**src/rtl/baggage_drop_pkg.sv**
```systemverilog
// Shared types and constants for the sequential baggage-drop datapath.
// Optional feature macro: BAGGAGE_DROP_ROUND_EN (round-half-up mean).
package baggage_drop_pkg;

    typedef enum logic [1:0] {
        ST_IDLE   = 2'd0,
        ST_DIV    = 2'd1,
        ST_SQRT   = 2'd2,
        ST_DECIDE = 2'd3
    } state_t;

    // Seven-segment glyphs, bit order gfedcba, active-high.
    localparam logic [6:0] SEG_C     = 7'b0111001;
    localparam logic [6:0] SEG_O     = 7'b0111111;
    localparam logic [6:0] SEG_L     = 7'b0111000;
    localparam logic [6:0] SEG_D     = 7'b1011110;
    localparam logic [6:0] SEG_R     = 7'b1010000;
    localparam logic [6:0] SEG_P     = 7'b1110011;
    localparam logic [6:0] SEG_DASH  = 7'b1000000;
    localparam logic [6:0] SEG_BLANK = 7'b0000000;

    function automatic int sum_w(input int sensor_w, input int num_sensors);
        return sensor_w + ((num_sensors > 1) ? $clog2(num_sensors) : 1);
    endfunction

endpackage

```
**src/rtl/baggage_drop_seq_if.sv**
```systemverilog
// Request/result bundle between the sensor front-end and the baggage-drop sequencer.
interface baggage_drop_seq_if #(
    parameter int NUM_SENSORS = 4,
    parameter int SENSOR_W    = 8,
    parameter int T_W         = 16
);
    logic                            start;
    logic [NUM_SENSORS*SENSOR_W-1:0] sensors;
    logic [T_W-1:0]                  t_lim;
    logic                            drop_en;
    logic                            busy;
    logic                            done;
    logic [T_W-1:0]                  t_act;
    logic                            drop_activated;
    logic [6:0]                      seven_seg1;
    logic [6:0]                      seven_seg2;
    logic [6:0]                      seven_seg3;
    logic [6:0]                      seven_seg4;

    modport slave (
        input  start, sensors, t_lim, drop_en,
        output busy, done, t_act, drop_activated,
        output seven_seg1, seven_seg2, seven_seg3, seven_seg4
    );

    modport master (
        output start, sensors, t_lim, drop_en,
        input  busy, done, t_act, drop_activated,
        input  seven_seg1, seven_seg2, seven_seg3, seven_seg4
    );
endinterface

```
**src/rtl/bd_isqrt.sv**
```systemverilog
// Iterative digit-by-digit integer square root: start loads the radicand, then
// IN_W/2 edges each resolve one root bit; done is high in the cycle of the last one.
module bd_isqrt #(
    parameter int IN_W = 24
) (
    input  logic              clk,
    input  logic              rst,
    input  logic              start,
    input  logic [IN_W-1:0]   radicand,
    output logic              done,
    output logic [IN_W/2-1:0] root
);
    localparam int RW    = IN_W / 2;
    localparam int CNT_W = $clog2(RW + 1);

    logic [IN_W-1:0]  rad_q, rad_d;
    logic [RW+3:0]    rem_q, rem_d;
    logic [RW-1:0]    root_q, root_d;
    logic [CNT_W-1:0] cnt_q, cnt_d;
    logic [RW+3:0]    rem_shift;
    logic [RW+3:0]    trial;

    always_comb begin
        rem_shift = (rem_q << 2) | (RW+4)'(rad_q[IN_W-1 -: 2]);
        trial     = (RW+4)'({root_q, 2'b01});
        rad_d     = rad_q;
        rem_d     = rem_q;
        root_d    = root_q;
        cnt_d     = cnt_q;
        if (start) begin
            rad_d  = radicand;
            rem_d  = '0;
            root_d = '0;
            cnt_d  = CNT_W'(RW);
        end else if (cnt_q != '0) begin
            rad_d = rad_q << 2;
            cnt_d = cnt_q - CNT_W'(1);
            if (rem_shift >= trial) begin
                rem_d  = rem_shift - trial;
                root_d = (root_q << 1) | RW'(1);
            end else begin
                rem_d  = rem_shift;
                root_d = root_q << 1;
            end
        end
    end

    always_ff @(posedge clk or posedge rst) begin
        if (rst) begin
            rad_q  <= '0;
            rem_q  <= '0;
            root_q <= '0;
            cnt_q  <= '0;
        end else begin
            rad_q  <= rad_d;
            rem_q  <= rem_d;
            root_q <= root_d;
            cnt_q  <= cnt_d;
        end
    end

    assign done = (cnt_q == CNT_W'(1));
    assign root = root_q;

endmodule

```
**src/rtl/baggage_drop_seq.sv**
```systemverilog
// Sequential baggage-drop controller: mean height -> sqrt fall time -> drop decision + display.
// Optional feature macro: BAGGAGE_DROP_ROUND_EN (round-half-up mean, one extra divide cycle).
module baggage_drop_seq
    import baggage_drop_pkg::*;
#(
    parameter int NUM_SENSORS = 4,
    parameter int SENSOR_W    = 8,
    parameter int FRAC_BITS   = 8,
    parameter int T_W         = 16
) (
    input logic               clk,
    input logic               rst,
    baggage_drop_seq_if.slave bus
);
    localparam int SUM_W = sum_w(SENSOR_W, NUM_SENSORS);
    localparam int CNT_W = $clog2(NUM_SENSORS + 1);
`ifdef BAGGAGE_DROP_ROUND_EN
    localparam int DIV_W = SUM_W + 1;
`else
    localparam int DIV_W = SUM_W;
`endif
    localparam int DCNT_W  = $clog2(DIV_W + 1);
    localparam int SQ_IN_W = SENSOR_W + 2 * FRAC_BITS;
    localparam int RT_W    = SQ_IN_W / 2;

    if (T_W < RT_W) begin : g_tw_check
        $error("baggage_drop_seq: T_W must be at least SENSOR_W/2+FRAC_BITS");
    end
    if ((SENSOR_W % 2) != 0 || NUM_SENSORS < 1) begin : g_param_check
        $error("baggage_drop_seq: SENSOR_W must be even and NUM_SENSORS >= 1");
    end

    state_t             state_q, state_d;
    logic               busy_q, busy_d;
    logic               done_q, done_d;
    logic [T_W-1:0]     t_act_q, t_act_d;
    logic               drop_q, drop_d;
    logic [6:0]         seg1_q, seg1_d, seg2_q, seg2_d, seg3_q, seg3_d, seg4_q, seg4_d;
    logic [DCNT_W-1:0]  cnt_q, cnt_d;
    logic [DIV_W-1:0]   quo_q, quo_d;
    logic [DIV_W-1:0]   den_q, den_d;
    logic [DIV_W:0]     rem_q, rem_d;
    logic [T_W-1:0]     t_lim_q, t_lim_d;
    logic               drop_en_q, drop_en_d;

    logic [SUM_W-1:0]   sum;
    logic [CNT_W-1:0]   nz_cnt;
    logic [DIV_W:0]     rem_shift, step_rem;
    logic [DIV_W-1:0]   step_quo;
    logic [SENSOR_W-1:0] h;
    logic               sqrt_start, sqrt_done;
    logic [RT_W-1:0]    sq_root;
    logic [T_W-1:0]     t_new;
    logic               too_slow;

    // Zero readings are treated as absent sensors and excluded from the mean.
    always_comb begin
        sum    = '0;
        nz_cnt = '0;
        for (int i = 0; i < NUM_SENSORS; i++) begin
            if (bus.sensors[i*SENSOR_W +: SENSOR_W] != '0) begin
                sum    = sum + SUM_W'(bus.sensors[i*SENSOR_W +: SENSOR_W]);
                nz_cnt = nz_cnt + CNT_W'(1);
            end
        end
    end

    // One restoring-divide step; the final step feeds the square root directly.
    always_comb begin
        rem_shift = (rem_q << 1) | (DIV_W+1)'(quo_q[DIV_W-1]);
        if (rem_shift >= {1'b0, den_q}) begin
            step_rem = rem_shift - {1'b0, den_q};
            step_quo = (quo_q << 1) | DIV_W'(1);
        end else begin
            step_rem = rem_shift;
            step_quo = quo_q << 1;
        end
        if (den_q == '0) begin
            h = '0;
        end else if (|(step_quo >> SENSOR_W)) begin
            h = '1;
        end else begin
            h = step_quo[SENSOR_W-1:0];
        end
    end

    assign sqrt_start = (state_q == ST_DIV) && (cnt_q == DCNT_W'(1));

    bd_isqrt #(.IN_W(SQ_IN_W)) u_isqrt (
        .clk      (clk),
        .rst      (rst),
        .start    (sqrt_start),
        .radicand (SQ_IN_W'(h) << (2 * FRAC_BITS)),
        .done     (sqrt_done),
        .root     (sq_root)
    );

    assign t_new    = T_W'(sq_root >> 1);
    assign too_slow = (t_new > t_lim_q);

    always_comb begin
        state_d   = state_q;
        busy_d    = busy_q;
        done_d    = 1'b0;
        t_act_d   = t_act_q;
        drop_d    = drop_q;
        seg1_d    = seg1_q;
        seg2_d    = seg2_q;
        seg3_d    = seg3_q;
        seg4_d    = seg4_q;
        cnt_d     = cnt_q;
        quo_d     = quo_q;
        den_d     = den_q;
        rem_d     = rem_q;
        t_lim_d   = t_lim_q;
        drop_en_d = drop_en_q;
        case (state_q)
            ST_IDLE: begin
                if (bus.start) begin
                    t_lim_d   = bus.t_lim;
                    drop_en_d = bus.drop_en;
                    cnt_d     = DCNT_W'(DIV_W);
                    rem_d     = '0;
`ifdef BAGGAGE_DROP_ROUND_EN
                    quo_d     = DIV_W'({sum, 1'b0}) + DIV_W'(nz_cnt);
                    den_d     = DIV_W'({nz_cnt, 1'b0});
`else
                    quo_d     = sum;
                    den_d     = DIV_W'(nz_cnt);
`endif
                    busy_d    = 1'b1;
                    state_d   = ST_DIV;
                end
            end
            ST_DIV: begin
                rem_d = step_rem;
                quo_d = step_quo;
                cnt_d = cnt_q - DCNT_W'(1);
                if (cnt_q == DCNT_W'(1)) begin
                    state_d = ST_SQRT;
                end
            end
            ST_SQRT: begin
                if (sqrt_done) begin
                    state_d = ST_DECIDE;
                end
            end
            ST_DECIDE: begin
                t_act_d = t_new;
                drop_d  = drop_en_q && !too_slow;
                if (too_slow) begin
                    {seg1_d, seg2_d, seg3_d, seg4_d} = {SEG_C, SEG_O, SEG_L, SEG_D};
                end else if (drop_en_q) begin
                    {seg1_d, seg2_d, seg3_d, seg4_d} = {SEG_D, SEG_R, SEG_O, SEG_P};
                end else begin
                    {seg1_d, seg2_d, seg3_d, seg4_d} = {4{SEG_DASH}};
                end
                done_d  = 1'b1;
                busy_d  = 1'b0;
                state_d = ST_IDLE;
            end
            default: state_d = ST_IDLE;
        endcase
    end

    always_ff @(posedge clk or posedge rst) begin
        if (rst) begin
            state_q   <= ST_IDLE;
            busy_q    <= 1'b0;
            done_q    <= 1'b0;
            t_act_q   <= '0;
            drop_q    <= 1'b0;
            seg1_q    <= SEG_BLANK;
            seg2_q    <= SEG_BLANK;
            seg3_q    <= SEG_BLANK;
            seg4_q    <= SEG_BLANK;
            cnt_q     <= '0;
            quo_q     <= '0;
            den_q     <= '0;
            rem_q     <= '0;
            t_lim_q   <= '0;
            drop_en_q <= 1'b0;
        end else begin
            state_q   <= state_d;
            busy_q    <= busy_d;
            done_q    <= done_d;
            t_act_q   <= t_act_d;
            drop_q    <= drop_d;
            seg1_q    <= seg1_d;
            seg2_q    <= seg2_d;
            seg3_q    <= seg3_d;
            seg4_q    <= seg4_d;
            cnt_q     <= cnt_d;
            quo_q     <= quo_d;
            den_q     <= den_d;
            rem_q     <= rem_d;
            t_lim_q   <= t_lim_d;
            drop_en_q <= drop_en_d;
        end
    end

    assign bus.busy           = busy_q;
    assign bus.done           = done_q;
    assign bus.t_act          = t_act_q;
    assign bus.drop_activated = drop_q;
    assign bus.seven_seg1     = seg1_q;
    assign bus.seven_seg2     = seg2_q;
    assign bus.seven_seg3     = seg3_q;
    assign bus.seven_seg4     = seg4_q;

endmodule

```
**src/flat_wrapper.sv**
```systemverilog
// flat-port wrapper written by rule: the top's interface ports become plain ports
module baggage_drop_seq_flat import baggage_drop_pkg::*;
#(
    parameter int NUM_SENSORS = 4,
    parameter int SENSOR_W    = 8,
    parameter int FRAC_BITS   = 8,
    parameter int T_W         = 16
)
  (clk, rst, bus_start, bus_sensors, bus_t_lim, bus_drop_en, bus_busy, bus_done, bus_t_act, bus_drop_activated, bus_seven_seg1, bus_seven_seg2, bus_seven_seg3, bus_seven_seg4);
  baggage_drop_seq_if #(.NUM_SENSORS(NUM_SENSORS), .SENSOR_W(SENSOR_W), .T_W(T_W)) bus_i ();
  input logic clk;
  input logic rst;
  input wire logic [$bits(bus_i.start)-1:0] bus_start;
  input wire logic [$bits(bus_i.sensors)-1:0] bus_sensors;
  input wire logic [$bits(bus_i.t_lim)-1:0] bus_t_lim;
  input wire logic [$bits(bus_i.drop_en)-1:0] bus_drop_en;
  output wire logic [$bits(bus_i.busy)-1:0] bus_busy;
  output wire logic [$bits(bus_i.done)-1:0] bus_done;
  output wire logic [$bits(bus_i.t_act)-1:0] bus_t_act;
  output wire logic [$bits(bus_i.drop_activated)-1:0] bus_drop_activated;
  output wire logic [$bits(bus_i.seven_seg1)-1:0] bus_seven_seg1;
  output wire logic [$bits(bus_i.seven_seg2)-1:0] bus_seven_seg2;
  output wire logic [$bits(bus_i.seven_seg3)-1:0] bus_seven_seg3;
  output wire logic [$bits(bus_i.seven_seg4)-1:0] bus_seven_seg4;
  assign bus_i.start = bus_start;
  assign bus_i.sensors = bus_sensors;
  assign bus_i.t_lim = bus_t_lim;
  assign bus_i.drop_en = bus_drop_en;
  assign bus_busy = bus_i.busy;
  assign bus_done = bus_i.done;
  assign bus_t_act = bus_i.t_act;
  assign bus_drop_activated = bus_i.drop_activated;
  assign bus_seven_seg1 = bus_i.seven_seg1;
  assign bus_seven_seg2 = bus_i.seven_seg2;
  assign bus_seven_seg3 = bus_i.seven_seg3;
  assign bus_seven_seg4 = bus_i.seven_seg4;
  baggage_drop_seq #(.NUM_SENSORS(NUM_SENSORS), .SENSOR_W(SENSOR_W), .FRAC_BITS(FRAC_BITS), .T_W(T_W)) u_core (.clk(clk), .rst(rst), .bus(bus_i));
endmodule
```
**config.mk**
```make
export PLATFORM = sky130hd
export DESIGN_NAME = baggage_drop_seq_flat
export DESIGN_NICKNAME = d
export VERILOG_FILES = /design/src/rtl/baggage_drop_pkg.sv /design/src/rtl/baggage_drop_seq_if.sv /design/src/rtl/bd_isqrt.sv /design/src/rtl/baggage_drop_seq.sv /design/src/flat_wrapper.sv
export SDC_FILE = /design/constraint.sdc
export NUM_CORES = 1
export LEC_CHECK = 0
export BUFFER_PORTS_ARGS = -buffer_cell sky130_fd_sc_hd__buf_2
export CAP_MARGIN = 25
export CORE_MARGIN = 10
export CORE_UTILIZATION = 54
export DETAILED_ROUTE_END_ITERATION = 12
export GPL_TIMING_DRIVEN = 0
export PLACE_DENSITY = 0.78
export SLEW_MARGIN = 20
export SYNTH_ARGS = -nofsm -noshare
export SYNTH_HDL_FRONTEND = slang
export SYNTH_HIERARCHICAL = 1
export SYNTH_SLANG_ARGS = --single-unit
```
**constraint.sdc**
```tcl
create_clock -name clk -period 2.3 [get_ports clk]
set_input_delay 0.115 -clock clk [delete_from_list [all_inputs] [get_ports clk]]
set_output_delay 0.115 -clock clk [all_outputs]
set_load 0.05 [all_outputs]
```
# Yosys cells after proc, flatten, opt, wreduce, memory -nomap -nowiden
# Cells that the tools add are included.
dict set report word_totals {
  register_bits 142
  input_bits 52
  out_inout_bits 47
  wordCells 103
}
dict set report classes {
  n_addsub 10
  magnitude_cmp 3
  n_eq_ne 8
  muxes 43
  bitwise_logic 2
  n_reduce_logical 18
}
# operator count
set op_table {}
lappend op_table {{two-way mux 10 bit} 6}
lappend op_table {{two-way mux 24 bit} 2}
lappend op_table {{two-way mux 14 bit} 3}
lappend op_table {{one-hot mux 10 bit (2 select lines)} 2}
lappend op_table {{two-way mux 7 bit} 5}
lappend op_table {{nonzero test 8 bit} 4}
lappend op_table {{two-way mux 12 bit} 2}
lappend op_table {{two-way mux 8 bit} 3}
lappend op_table {{adder 10 x 8 -> 10 bit} 2}
lappend op_table {{>= comparator 16 x 14 -> 1 bit} 1}
lappend op_table {{greater-than comparator 11 x 16 -> 1 bit} 1}
lappend op_table {{OR 16 x 2 -> 16 bit} 1}
lappend op_table {{subtractor 14 bit} 1}
lappend op_table {{two-way mux 4 bit} 3}
lappend op_table {{>= comparator 11 x 3 -> 1 bit} 1}
lappend op_table {{OR 11 x 1 -> 11 bit} 1}
lappend op_table {{logical NOT 10 bit} 1}
lappend op_table {{two-way mux 5 bit} 2}
lappend op_table {{subtractor 10 x 3 -> 10 bit} 1}
lappend op_table {{adder 8 x 8 -> 9 bit} 1}
lappend op_table {{two-way mux 3 bit} 3}
lappend op_table {{equality test 4 x 1 -> 1 bit, second input constant} 2}
lappend op_table {{one-hot mux 2 bit (4 select lines)} 1}
lappend op_table {{one-hot mux 4 bit (2 select lines)} 1}
lappend op_table {{other kinds (19)} 34}

# Depth between registers and ports, before layout
# Gate-level depths: netlist of the first run.
dict set report logic_depth {
  word_depth 10
  mapped_depth 20
  mapped_depth_nobuf 19
}

# By module
# The synthesis of the first run kept the hierarchy.
# mod n_inst cells_each area_per_inst_um2
set modules_own_cells {}
lappend modules_own_cells {baggage_drop_seq 1 547 5033.6}
lappend modules_own_cells {bd_isqrt 1 370 3291.9}

# Worst setup path after synthesis of the first run
# No wires, ideal clock.
dict set report synth_timing {
  path_kind {input -> register}
  start {input bus_sensors[0]}
  end {register u_core.quo_q[9]}
  setup_time_ns 0.082
  t_arrival_ns 3.786
  setup_slack_ns -1.568
  cell_stages 19
  n_path_buf 1
  path_cell_list {clkbuf_1 -> ha_1 -> fa_1 -> a21o_1 -> a211oi_1 -> o31ai_1 -> ha_1 -> o21ai_0 -> a21oi_1 -> o22ai_1 -> xnor2_1 -> mux2_2 -> ha_1 -> o21a_1 -> a21oi_1 -> a211oi_1 -> o21ai_0 -> a211o_1 -> a31oi_1}
}
dict set report synth_between {
  elab_chain_cells 10
}
# item line
set synth_lines {}
lappend synth_lines {{start: declaration} flat_wrapper.sv:14} ;# input wire logic [$bits(bus_i.sensors)-1:0] bus_sensors;
lappend synth_lines {{nonzero test 8 bit} baggage_drop_seq.sv:61} ;# if (bus.sensors[i*SENSOR_W +: SENSOR_W] != '0) begin
lappend synth_lines {{two-way mux 8 bit *} baggage_drop_seq.sv:61}
lappend synth_lines {{adder 8 x 8 -> 9 bit} baggage_drop_seq.sv:62} ;# sum = sum + SUM_W'(bus.sensors[i*SENSOR_W +: SENSOR_W]);
lappend synth_lines {{two-way mux 10 bit *} baggage_drop_seq.sv:61}
lappend synth_lines {{adder 10 x 8 -> 10 bit} baggage_drop_seq.sv:62}
lappend synth_lines {{two-way mux 10 bit *} baggage_drop_seq.sv:61}
lappend synth_lines {{adder 10 x 8 -> 10 bit} baggage_drop_seq.sv:62}
lappend synth_lines {{two-way mux 10 bit *} baggage_drop_seq.sv:61}
lappend synth_lines {{two-way mux 10 bit *} baggage_drop_seq.sv:119} ;# if (bus.start) begin
lappend synth_lines {{one-hot mux 10 bit (2 select lines) *} baggage_drop_seq.sv:117} ;# case (state_q)
lappend synth_lines {{end signal: assignment} baggage_drop_seq.sv:194} ;# quo_q <= quo_d;
lappend synth_lines {{end: declaration} baggage_drop_seq.sv:40} ;# logic [DIV_W-1:0] quo_q, quo_d;
# Every way passes the cells marked *; elsewhere a longest branch is shown, timed or not. The select of a mux whose other input is x is not followed.
# A chain may end at the register's enable or synchronous reset.

# Worst setup path after layout of the first run
# Same ends and word-level chain as after synthesis.

==> out/results.txt, run 1 <==
DRT iter0 DRCs -> 534
Clock Sink Count -> 119
I/O Buffers -> 93
Final instance area -> 11,500 sq um
Commonest non-fill, non-tap cell in the layout -> dfrtp_1
Vias in the first global route -> 7,594
H-tree depth -> 4
Share of cells above drive strength 1 -> 36.7%
Post-synthesis sequential area ratio -> 35.8%
Worst setup margin -> -1320 ps
Die area -> 20,800 sq um
RSZ-0062 raised after global routing -> true
WHS Path Cells -> 3
Slowest stage delay, CP -> 390 ps
DR DRC count -> 0
Post-synthesis async set-or-reset flop share -> 100%
Max-cap violations -> 0
Initial antenna violation count -> 0
Core region area -> 15,100 sq um
ANT nets after route -> 0
Critical path's most frequent cell -> ha_4
Crit Path Class -> input pin to flop
Fin crit share -> 158%
CP max stage cell -> fa_2
Ys flop type -> dfrtp_1
Mapped Area -> 8330 sq um
Seq cells post-synth -> 119
Hold Crit Class -> input pin to flop
Die X -> 144 microns
Critical Path, Cell by Cell -> buf_6 -> clkbuf_1 -> ha_2 -> fa_2 -> a211oi_2 -> nor2_2 -> buf_4 -> o31ai_4 -> ha_4 -> o21ai_2 -> a21oi_2 -> o22ai_2 -> xnor2_1 -> mux2_4 -> ha_4 -> o21a_1 -> a21oi_4 -> a211oi_4 -> o21ai_1 -> a211o_1 -> a31oi_1
Pwr Total -> 6.69 mW
Initial Utilization -> 55.0%
Num rows -> 45
CP required -> 2640 ps
Leakage -> 5.43 nW
Max Freq -> 0.276 GHz
Worst-path clk slew -> 60 ps
Most frequent cells in the layout -> dfrtp_1, buf_2, buf_4
R2r worst-path depth -> 7
Startpoint Class -> input pin
Antenna diode count -> 0
CTS tree -> built
Total track usage -> 21.9%
Max clock buf depth -> 2
Top delay family on crit path -> compound AO/OA/AOI/OAI gates
EDFF count, synth -> 0
Root buf cell -> clkbuf_16
Hold Violations, Final -> 0
Largest net degree at the start of global routing -> 55
Clk_skew -> 12.7 ps
Ys Warns -> 6
Pwr Density -> 584 nW/um^2
Mapped Avg Cell Area -> 9.08 sq um
Crit-path max FO -> 5
Placed instance area -> 9250 sq um
Fillers -> 968
Post-DR wirelength/cell -> 19.1 microns
Worst EP arrival -> 3960 ps
HPWL after DPL -> 15,300 microns
Worst slew pin tran -> 860 ps
Vias per cell -> 5.99
Fin crit period -> 3620 ps
TritonRoute pass-1 iters -> 5
Clk Latency, worst-skew pair -> 420 ps
Vias -> 8,002
Setup violators final -> 17
Cell count after synthesis -> 917
Number of stages on the worst setup path -> 21
Failing checks -> setup timing
First-pass GRT wire length -> 37,200 microns
Setup TNS -> -8050 ps
Area grow syn2layout -> 37.7%
Worst vdd ir -> 0.446 mV
Total gr overflow -> 0
TritonCTS buffer count -> 17
Distinct cells, synth -> 72
CP bufs+invs -> 3
Slew Limit Fails -> 0
Post-layout util -> 75.7%
Critical Path End Type -> flop
Die height -> 144 microns
Boundary pin count -> 99
DRT Wirelength -> 25,600 microns
Global placement routability congestion -> 0.926
Layout net count -> 1,256
Relative slew margins -> 42.6%
Outcome -> finished with violations
## state kept, by name, summed over array words and instances (netlist names)
signal and count:
u_core/bus.drop_activated 1, u_core/bus.busy 1, u_core/drop_en_q 1, u_core/t_lim_q 16
u_core/cnt_q 4, u_core/quo_q 10, u_core/u_isqrt/cnt_q 4, u_core/u_isqrt/rem_q 14
u_core/bus.seven_seg4 1, u_core/u_isqrt/root 12, u_core/bus.seven_seg1 3, u_core/rem_q 10
u_core/den_q 3, u_core/bus.t_act 11, u_core/u_isqrt/rad_q 24, u_core/bus.seven_seg3 1
u_core/state_q 2, u_core/bus.done 1
## cell type report
type | instances | area (sq um) | area share, %
repair buffers | 181 | 1240 | 10.8
clock inverters | 12 | 151 | 1.32
inverters | 55 | 226 | 1.98
flip-flops and latches | 119 | 2990 | 26.1
well taps | 188 | 235 | 2.05
clock buffers | 20 | 447 | 3.90
multi-input cells | 694 | 5760 | 50.2
plain buffers | 68 | 419 | 3.66
## final timing paths
| check | start | endpoint | slack (ps) |
|---|---|---|---|
| max | bus_sensors[0] | u_core/quo_q[9] | -1320 |
| min | bus_start | u_core/bus.busy | 140 |
| max reg2reg | u_core/state_q[0] | u_core/quo_q[5] | -150 |
| min reg2reg | u_core/bus.seven_seg4[6] | u_core/bus.seven_seg4[6] | 460 |
| max in group asynchronous | rst | u_core/u_isqrt/rem_q[1] | 1410 |
| min in group asynchronous | rst | u_core/quo_q[8] | 200 |
## worst reg2reg max path: stages (launching register included)
cell and delay [ps]:
dfrtp_1 420, inv_1 110, ha_1 290, nand2_1 290, o21ai_1 440, nand2_1 290, nor2_1 350, a221o_1 210
## cell families (layout without fill, tap and decap cells)
logic type | count (synthesis) | after routing | share of synthesized area [%]
buffers and inverters | 125 | 336 | 7.41
muxes | 64 | 64 | 8.27
adders and majority gates | 68 | 68 | 10.6
xor gates and xnor gates | 32 | 32 | 3.37
other | 1 | 21 | 0.0450
DFF | 119 | 119 | 35.8
and+or+nand+nor | 273 | 274 | 15.4
AOI/OAI and AO/OA | 235 | 235 | 19.1
## layer usage
layer,part of all wire (%),GRT usage (%)
met5,0,0
met4,3.0,7.02
met3,6.4,4.43
met2,50,37.9
met1,40,26.7
## repair_timing
action / in CTS / in global routing
resized for setup: 105 / 94
setup endpoints to repair: 52 / 59
endpoints found under the hold margin: 136 / 0
gates cloned: 1 / 1
hold buffers: 18 / 0
buffers inserted: 38 / 31
pin swaps: 45 / 56
## Yosys cell counts (4+ instances only)
library cell  number  share of area, %
a211o_1            7              0.74
a211oi_1          14               1.3
a21o_1            13               1.2
a21oi_1           38               2.3
a22oi_1            5              0.45
a311oi_1           9              0.95
a31oi_1            5              0.38
and2_1             7              0.53
buf_2              4              0.24
buf_4             29               2.6
buf_6              4              0.54
clkbuf_1          31               1.4
dfrtp_1          119                36
fa_1               4              0.96
ha_1              64               9.6
inv_1             54               2.4
mux2_2            34               4.6
mux2i_1           29               3.5
nand2_1           94               4.2
nand2b_1          10              0.75
nand3_1           26               1.6
nand3b_1           4              0.36
nand4_1            4              0.30
nor2_1            70               3.2
nor2b_1            6              0.45
nor3_1            12              0.72
nor4_1            12              0.90
o211ai_1          10              0.90
o21a_1            18               1.6
o21ai_0           69               4.1
o21ai_1            4              0.24
o22ai_1            8              0.60
o31ai_1            5              0.45
or3_1              9              0.68
xnor2_1           21               2.2
xor2_1            11               1.2
## per-stage QoR
stage	instances	worst slack, ps	hold slack [ps]
finish	1337	-1320	139
CTS	1307	-1260	14.9
global placement	1218	-1900	349
global route	1337	-1460	188
floorplan	937	-1290	266
detailed placement	1219	-1930	88.3
## report_power, final
part	total, mW	switching, mW	internal [mW]
clock network	2.70	0.971	1.73
registers	2.10	0	2.10
logic	1.90	0.943	0.958
No activity file was read; power rests on OpenSTA's default activity.
==> inputs of run 2 (changes only) <==
--- a/config.mk
+++ b/config.mk
@@ -12,6 +12,7 @@
 export DETAILED_ROUTE_END_ITERATION = 12
 export GPL_TIMING_DRIVEN = 0
 export PLACE_DENSITY = 0.78
+export SETUP_SLACK_MARGIN = 0.05
 export SLEW_MARGIN = 20
 export SYNTH_ARGS = -nofsm -noshare
 export SYNTH_HDL_FRONTEND = slang
==> run 2 against run 1 <==
The run still ends with setup timing left; fmax increased by 0.16%; design area increased by 1.3%; sequential share of layout area decreased by 0.35 points; setup slack improved by 5.8 ps; wire length increased by 0.80%; combinational power about the same; first-iteration DRC count increased by 23%; utilization increased by 1.0 points; total power decreased by 0.26%.
==> out/results.txt, run 2 (synthesized netlist as in run 1, its figures left out) <==
Outcome -> finished with violations
Failing checks -> setup timing
Hold Violations, Final -> 0
Global placement routability congestion -> 0.926
Fin crit share -> 157%
# placed instances -> 1,219
Max Freq -> 0.276 GHz
TritonCTS buffer count -> 17
Startpoint Class -> input pin
Fin crit period -> 3620 ps
First-pass GRT wire length -> 37,200 microns
Commonest non-fill, non-tap cell in the layout -> dfrtp_1
Core region area -> 15,100 sq um
I/O Buffers -> 93
Worst slew pin tran -> 1000 ps
Worst EP arrival -> 3960 ps
Hold Crit Class -> input pin to flop
CP required -> 2640 ps
WHS Path Cells -> 3
Max-cap violations -> 0
DR DRC count -> 0
Crit Path Class -> input pin to flop
DRT iter0 DRCs -> 659
Total track usage -> 21.9%
Initial antenna violation count -> 0
Clk Latency, worst-skew pair -> 410 ps
TritonRoute pass-1 iters -> 5
RSZ-0062 raised after global routing -> true
DRT Wirelength -> 25,800 microns
Critical Path End Type -> flop
Root buf cell -> clkbuf_16
Non-filler cells, final -> 1,345
Initial Utilization -> 55.0%
Post-DR wirelength/cell -> 19.2 microns
H-tree depth -> 4
Pre-CTS WS -> -1930 ps
Crit-path max FO -> 5
Total gr overflow -> 0
Slew Limit Fails -> 0
Max FFs per register -> 24
Vias -> 8,133
Placed instance area -> 9250 sq um
Most frequent cells in the layout -> dfrtp_1, buf_2, buf_4
Leakage -> 5.49 nW
ANT nets after route -> 0
Vias in the first global route -> 7,654
Worst vdd ir -> 0.446 mV
Max clock buf depth -> 2
Clock Sink Count -> 119
Boundary pin count -> 99
Fillers -> 933
Area grow syn2layout -> 39.5%
Pwr Density -> 575 nW/um^2
Clk_skew -> 8.95 ps
Worst-path clk slew -> 60 ps
Relative slew margins -> 33.3%
Worst setup margin -> -1320 ps
Die X -> 144 microns
Largest regs -> u_core/u_isqrt/rad_q (24), u_core/t_lim_q (16), u_core/u_isqrt/rem_q (14)
CTS tree -> built
Layout net count -> 1,263
Final instance area -> 11,600 sq um
HPWL after DPL -> 15,300 microns
Largest net degree at the start of global routing -> 55
R2r worst-path depth -> 8
Die height -> 144 microns
Vias per cell -> 6.05
Num rows -> 45
Setup violators final -> 21
Share of cells above drive strength 1 -> 38.4%
Die area -> 20,800 sq um
Biggest register -> u_core/u_isqrt/rad_q
==> run 2: cell count changes in the layout (fill, tap and decap cells not counted), moves of 3 or more <==
cell / before / now
nand3_1: 20 / 16
ha_2: 4 / 7
nand3_2: 5 / 9
buf_6: 8 / 14
==> run 2: timing repair <==
item | in CTS | in global routing
cloned | 1 | 1
setup buffers | 39 | 36
hold buffers | 18 | 0
setup endpoints to repair | 58 | 60
endpoints found under the hold margin | 136 | 0
gates resized for setup | 116 | 102
pin swaps | 48 | 76
==> run 2: power by group <==
group          total, mW  switching (mW)  internal [mW]
Combinational       1.90           0.947          0.957
Clock               2.68           0.951           1.73
Sequential          2.10               0           2.10
Total               6.68            1.90           4.78
==> run 2: layer usage <==
metal  wire length [microns]  GRT usage [%]  vias to the layer above
met2                   12900           38.1                      400
met4                     920           7.29                        0
met1                   10300           26.4                     3951
li1                        -              -                     3692
met5                       0              0                        -
met3                    1660           4.49                       90
==> run 2: path summary, 6_finish.rpt <==
kind,from,end,slack (ps)
max,bus_sensors[0],u_core/quo_q[9],-1320
min,bus_start,u_core/bus.busy,40
max reg2reg,u_core/u_isqrt/root[8],u_core/u_isqrt/rem_q[12],-250
min reg2reg,u_core/bus.seven_seg4[6],u_core/bus.seven_seg4[6],460
max in group asynchronous,rst,u_core/u_isqrt/root[6],1420
min in group asynchronous,rst,u_core/quo_q[8],200
==> run 2: layout make-up <==
class	instances	area [sq um]	share of cell area (%)
flip-flops and latches	119	2990	25.7
clock inverters	12	151	1.30
inverters	55	226	1.95
diodes	1	2.50	0.0215
repair buffers	188	1320	11.4
well taps	188	235	2.03
multi-input cells	694	5820	50.1
clock buffers	20	447	3.85
plain buffers	68	427	3.67
==> run 2: worst max-delay path: stages <==
cell and delay [ps]:
buf_6 90, clkbuf_1 90, ha_2 190, fa_2 390
a211oi_2 240, nor2_2 100, buf_4 150, o31ai_4 300
ha_4 220, o21ai_2 70, a21oi_2 230, o22ai_2 130
xnor2_1 140, mux2_4 280, ha_4 280, o21a_1 160
a21oi_4 80, a211oi_4 200, o21ai_1 90, a211o_1 230
a31oi_1 150
==> run 2: metrics by stage <==
step | setup TNS, ps | utilization, % | hold slack (ps) | total power, mW
after CTS | -6430 | 71.6 | 14.9 | 6.26
after floorplan | -7900 | - | 266 | 3.03
after global placement | -34410 | 60.8 | 349 | 3.24
after global routing | -10640 | 76.7 | 64.7 | 6.91
after detailed placement | -21380 | 61.0 | 88.3 | 3.27
final | -8740 | 76.7 | 42.5 | 6.68
==> inputs of run 3 (changes only) <==
--- a/config.mk
+++ b/config.mk
@@ -10,7 +10,7 @@
 export CORE_MARGIN = 10
 export CORE_UTILIZATION = 54
 export DETAILED_ROUTE_END_ITERATION = 12
-export GPL_TIMING_DRIVEN = 0
+export GPL_TIMING_DRIVEN = 1
 export PLACE_DENSITY = 0.78
 export SETUP_SLACK_MARGIN = 0.05
 export SLEW_MARGIN = 20
==> constraint.sdc (replaced) <==
create_clock -name clk -period 2.3 [get_ports clk]
set_input_delay 0.23 -clock clk [delete_from_list [all_inputs] [get_ports clk]]
set_output_delay 0.23 -clock clk [all_outputs]
set_load 0.05 [all_outputs]
==> run 3 against run 2 <==
The flow still finishes with violations (setup timing); sequential cell count unchanged; clock skew about the same; register-to-register slack better by 170 ps; total power grew 1.8%; non-clock buffer count grew 3; utilization decreased by 0.58 points; final cell count is essentially flat; largest power group unchanged; highest routed layer unchanged.
==> out/results.txt, run 3 (synthesized netlist as in run 1, its figures left out) <==
ANT nets after route -> 0
Critical Path, Cell by Cell -> buf_8 -> ha_4 -> fa_2 -> a211oi_2 -> nor2_2 -> or4_4 -> o311ai_4 -> ha_4 -> nor4_2 -> o21ai_1 -> nand3_1 -> nor3b_2 -> a2111oi_2 -> ha_1 -> buf_4 -> buf_4 -> a311oi_2 -> o21ai_1 -> a31oi_1
Leakage -> 5.59 nW
TritonCTS buffer count -> 17
CP bufs+invs -> 3
Total gr overflow -> 0
Setup violators final -> 22
Hold Crit Class -> input pin to flop
Worst setup margin -> -1230 ps
DRT iter0 DRCs -> 591
Worst slew pin tran -> 708 ps
Fin crit period -> 3530 ps
Worst EP arrival -> 3860 ps
Initial antenna violation count -> 0
Clk Latency, worst-skew pair -> 420 ps
Fin crit share -> 153%
Die height -> 144 microns
Hold Violations, Final -> 0
Max Freq -> 0.283 GHz
Antenna diode count -> 0
CP max stage cell -> or4_4
Post-DR wirelength/cell -> 18.0 microns
Relative slew margins -> 52.7%
Die area -> 20,800 sq um
Flop2flop setup slack -> -80 ps
Num rows -> 45
Fillers -> 942
Most frequent cells in the layout -> buf_4, dfrtp_1, nand2_1
Placed instance area -> 10,000 sq um
Max-cap violations -> 0
Min-delay src -> bus_t_lim[6]
H-tree depth -> 4
Max clock buf depth -> 2
RSZ-0062 raised after global routing -> true
Commonest non-fill, non-tap cell in the layout -> buf_4
First-pass GRT wire length -> 36,900 microns
Crit-path max FO -> 4
Area grow syn2layout -> 38.4%
CP required -> 2630 ps
Initial Utilization -> 55.0%
Worst vdd ir -> 0.437 mV
HPWL after DPL -> 15,700 microns
Outcome -> finished with violations
Largest net degree at the start of global routing -> 66
Startpoint Class -> input pin
Global placement routability congestion -> 0.920
Slowest stage delay, CP -> 440 ps
Vias per cell -> 5.87
Max FFs per register -> 24
Largest regs -> u_core/u_isqrt/rad_q (24), u_core/t_lim_q (16), u_core/u_isqrt/rem_q (14)
I/O Buffers -> 93
TritonRoute pass-1 iters -> 6
CTS tree -> built
Root buf cell -> clkbuf_16
Crit. Startpoint -> bus_sensors[8]
Crit Path Class -> input pin to flop
DRT Wirelength -> 24,200 microns
Reg-to-reg startpoint -> u_core/u_isqrt/rem_q[8]
Share of cells above drive strength 1 -> 39.6%
Pwr Density -> 589 nW/um^2
Clock Sink Count -> 119
Slew Limit Fails -> 0
Layout net count -> 1,265
DR DRC count -> 0
Critical Path End Type -> flop
Vias in the first global route -> 7,807
Worst-path clk slew -> 60 ps
Top delay family on crit path -> compound AO/OA/AOI/OAI gates
Clk_skew -> 9.10 ps
Setup TNS -> -7720 ps
Biggest register -> u_core/u_isqrt/rad_q
Final instance area -> 11,500 sq um
Failing checks -> setup timing
Die X -> 144 microns
Vias -> 7,899
Total track usage -> 21.6%
Boundary pin count -> 99
Core region area -> 15,100 sq um
==> run 3: timing repair <==
action                                  4_1_cts  5_1_grt
gates cloned                                  0        2
endpoints found under the setup margin       23       31
gates resized for setup                      57       92
setup buffers                                 7       10
hold endpoints to repair                     73        0
hold buffers                                  1        0
pin swaps                                    24       57
==> run 3: worst paths after layout <==
check	end	cells after the start
min in group asynchronous	u_core/u_isqrt/rem_q[13]	3
min	u_core/t_lim_q[6]	2
max	u_core/quo_q[9]	19
max in group asynchronous	u_core/u_isqrt/root[11]	4
min reg2reg	u_core/bus.seven_seg4[6]	1
max reg2reg	u_core/u_isqrt/rem_q[8]	8
==> run 3: worst register-to-register path: stages, from the launching register on <==
cell and delay [ps]:
dfrtp_1 430, ha_4 310, nand4_1 270, nor2_1 300, or3_4 210, o221a_4 240, buf_12 140, o211ai_1 90
a311oi_1 300
==> run 3: power breakdown <==
group	switching, mW	internal [mW]
Combinational	0.868	0.963
Clock	1.02	1.85
Sequential	0	2.09
Total	1.88	4.91
==> run 3: cell type report <==
class                           instances  area (sq um)  share of cell area (%)
Clock inverter                         14           198                    1.72
Tap cell                              188           235                    2.04
Multi-Input combinational cell        693          5590                    48.5
Timing Repair Buffer                  259          1880                    16.3
Sequential cell                       119          2980                    25.8
Clock buffer                           18           439                    3.81
Inverter                               55           208                    1.80
==> run 3: through the flow <==
stage	hold WS [ps]	total power, mW	cells	worst slack, ps	utilization, %
after floorplan	381	3.03	937	-1410	-
after global placement	196	3.57	1295	-1570	66.3
after detailed placement	197	3.61	1295	-1680	66.3
after CTS	37.7	6.60	1334	-1170	72.7
after global routing	40.9	7.07	1346	-1380	76.1
final	45.0	6.79	1346	-1230	76.1
==> run 3: metal layers <==
layer  part of all wire (%)  vias up  track usage (%)
li1                       -     3693                -
met1                     40     3829             26.1
met2                     52      303             37.3
met3                    5.9       74             4.03
met4                    2.7        0             8.72
met5                      0        -                0
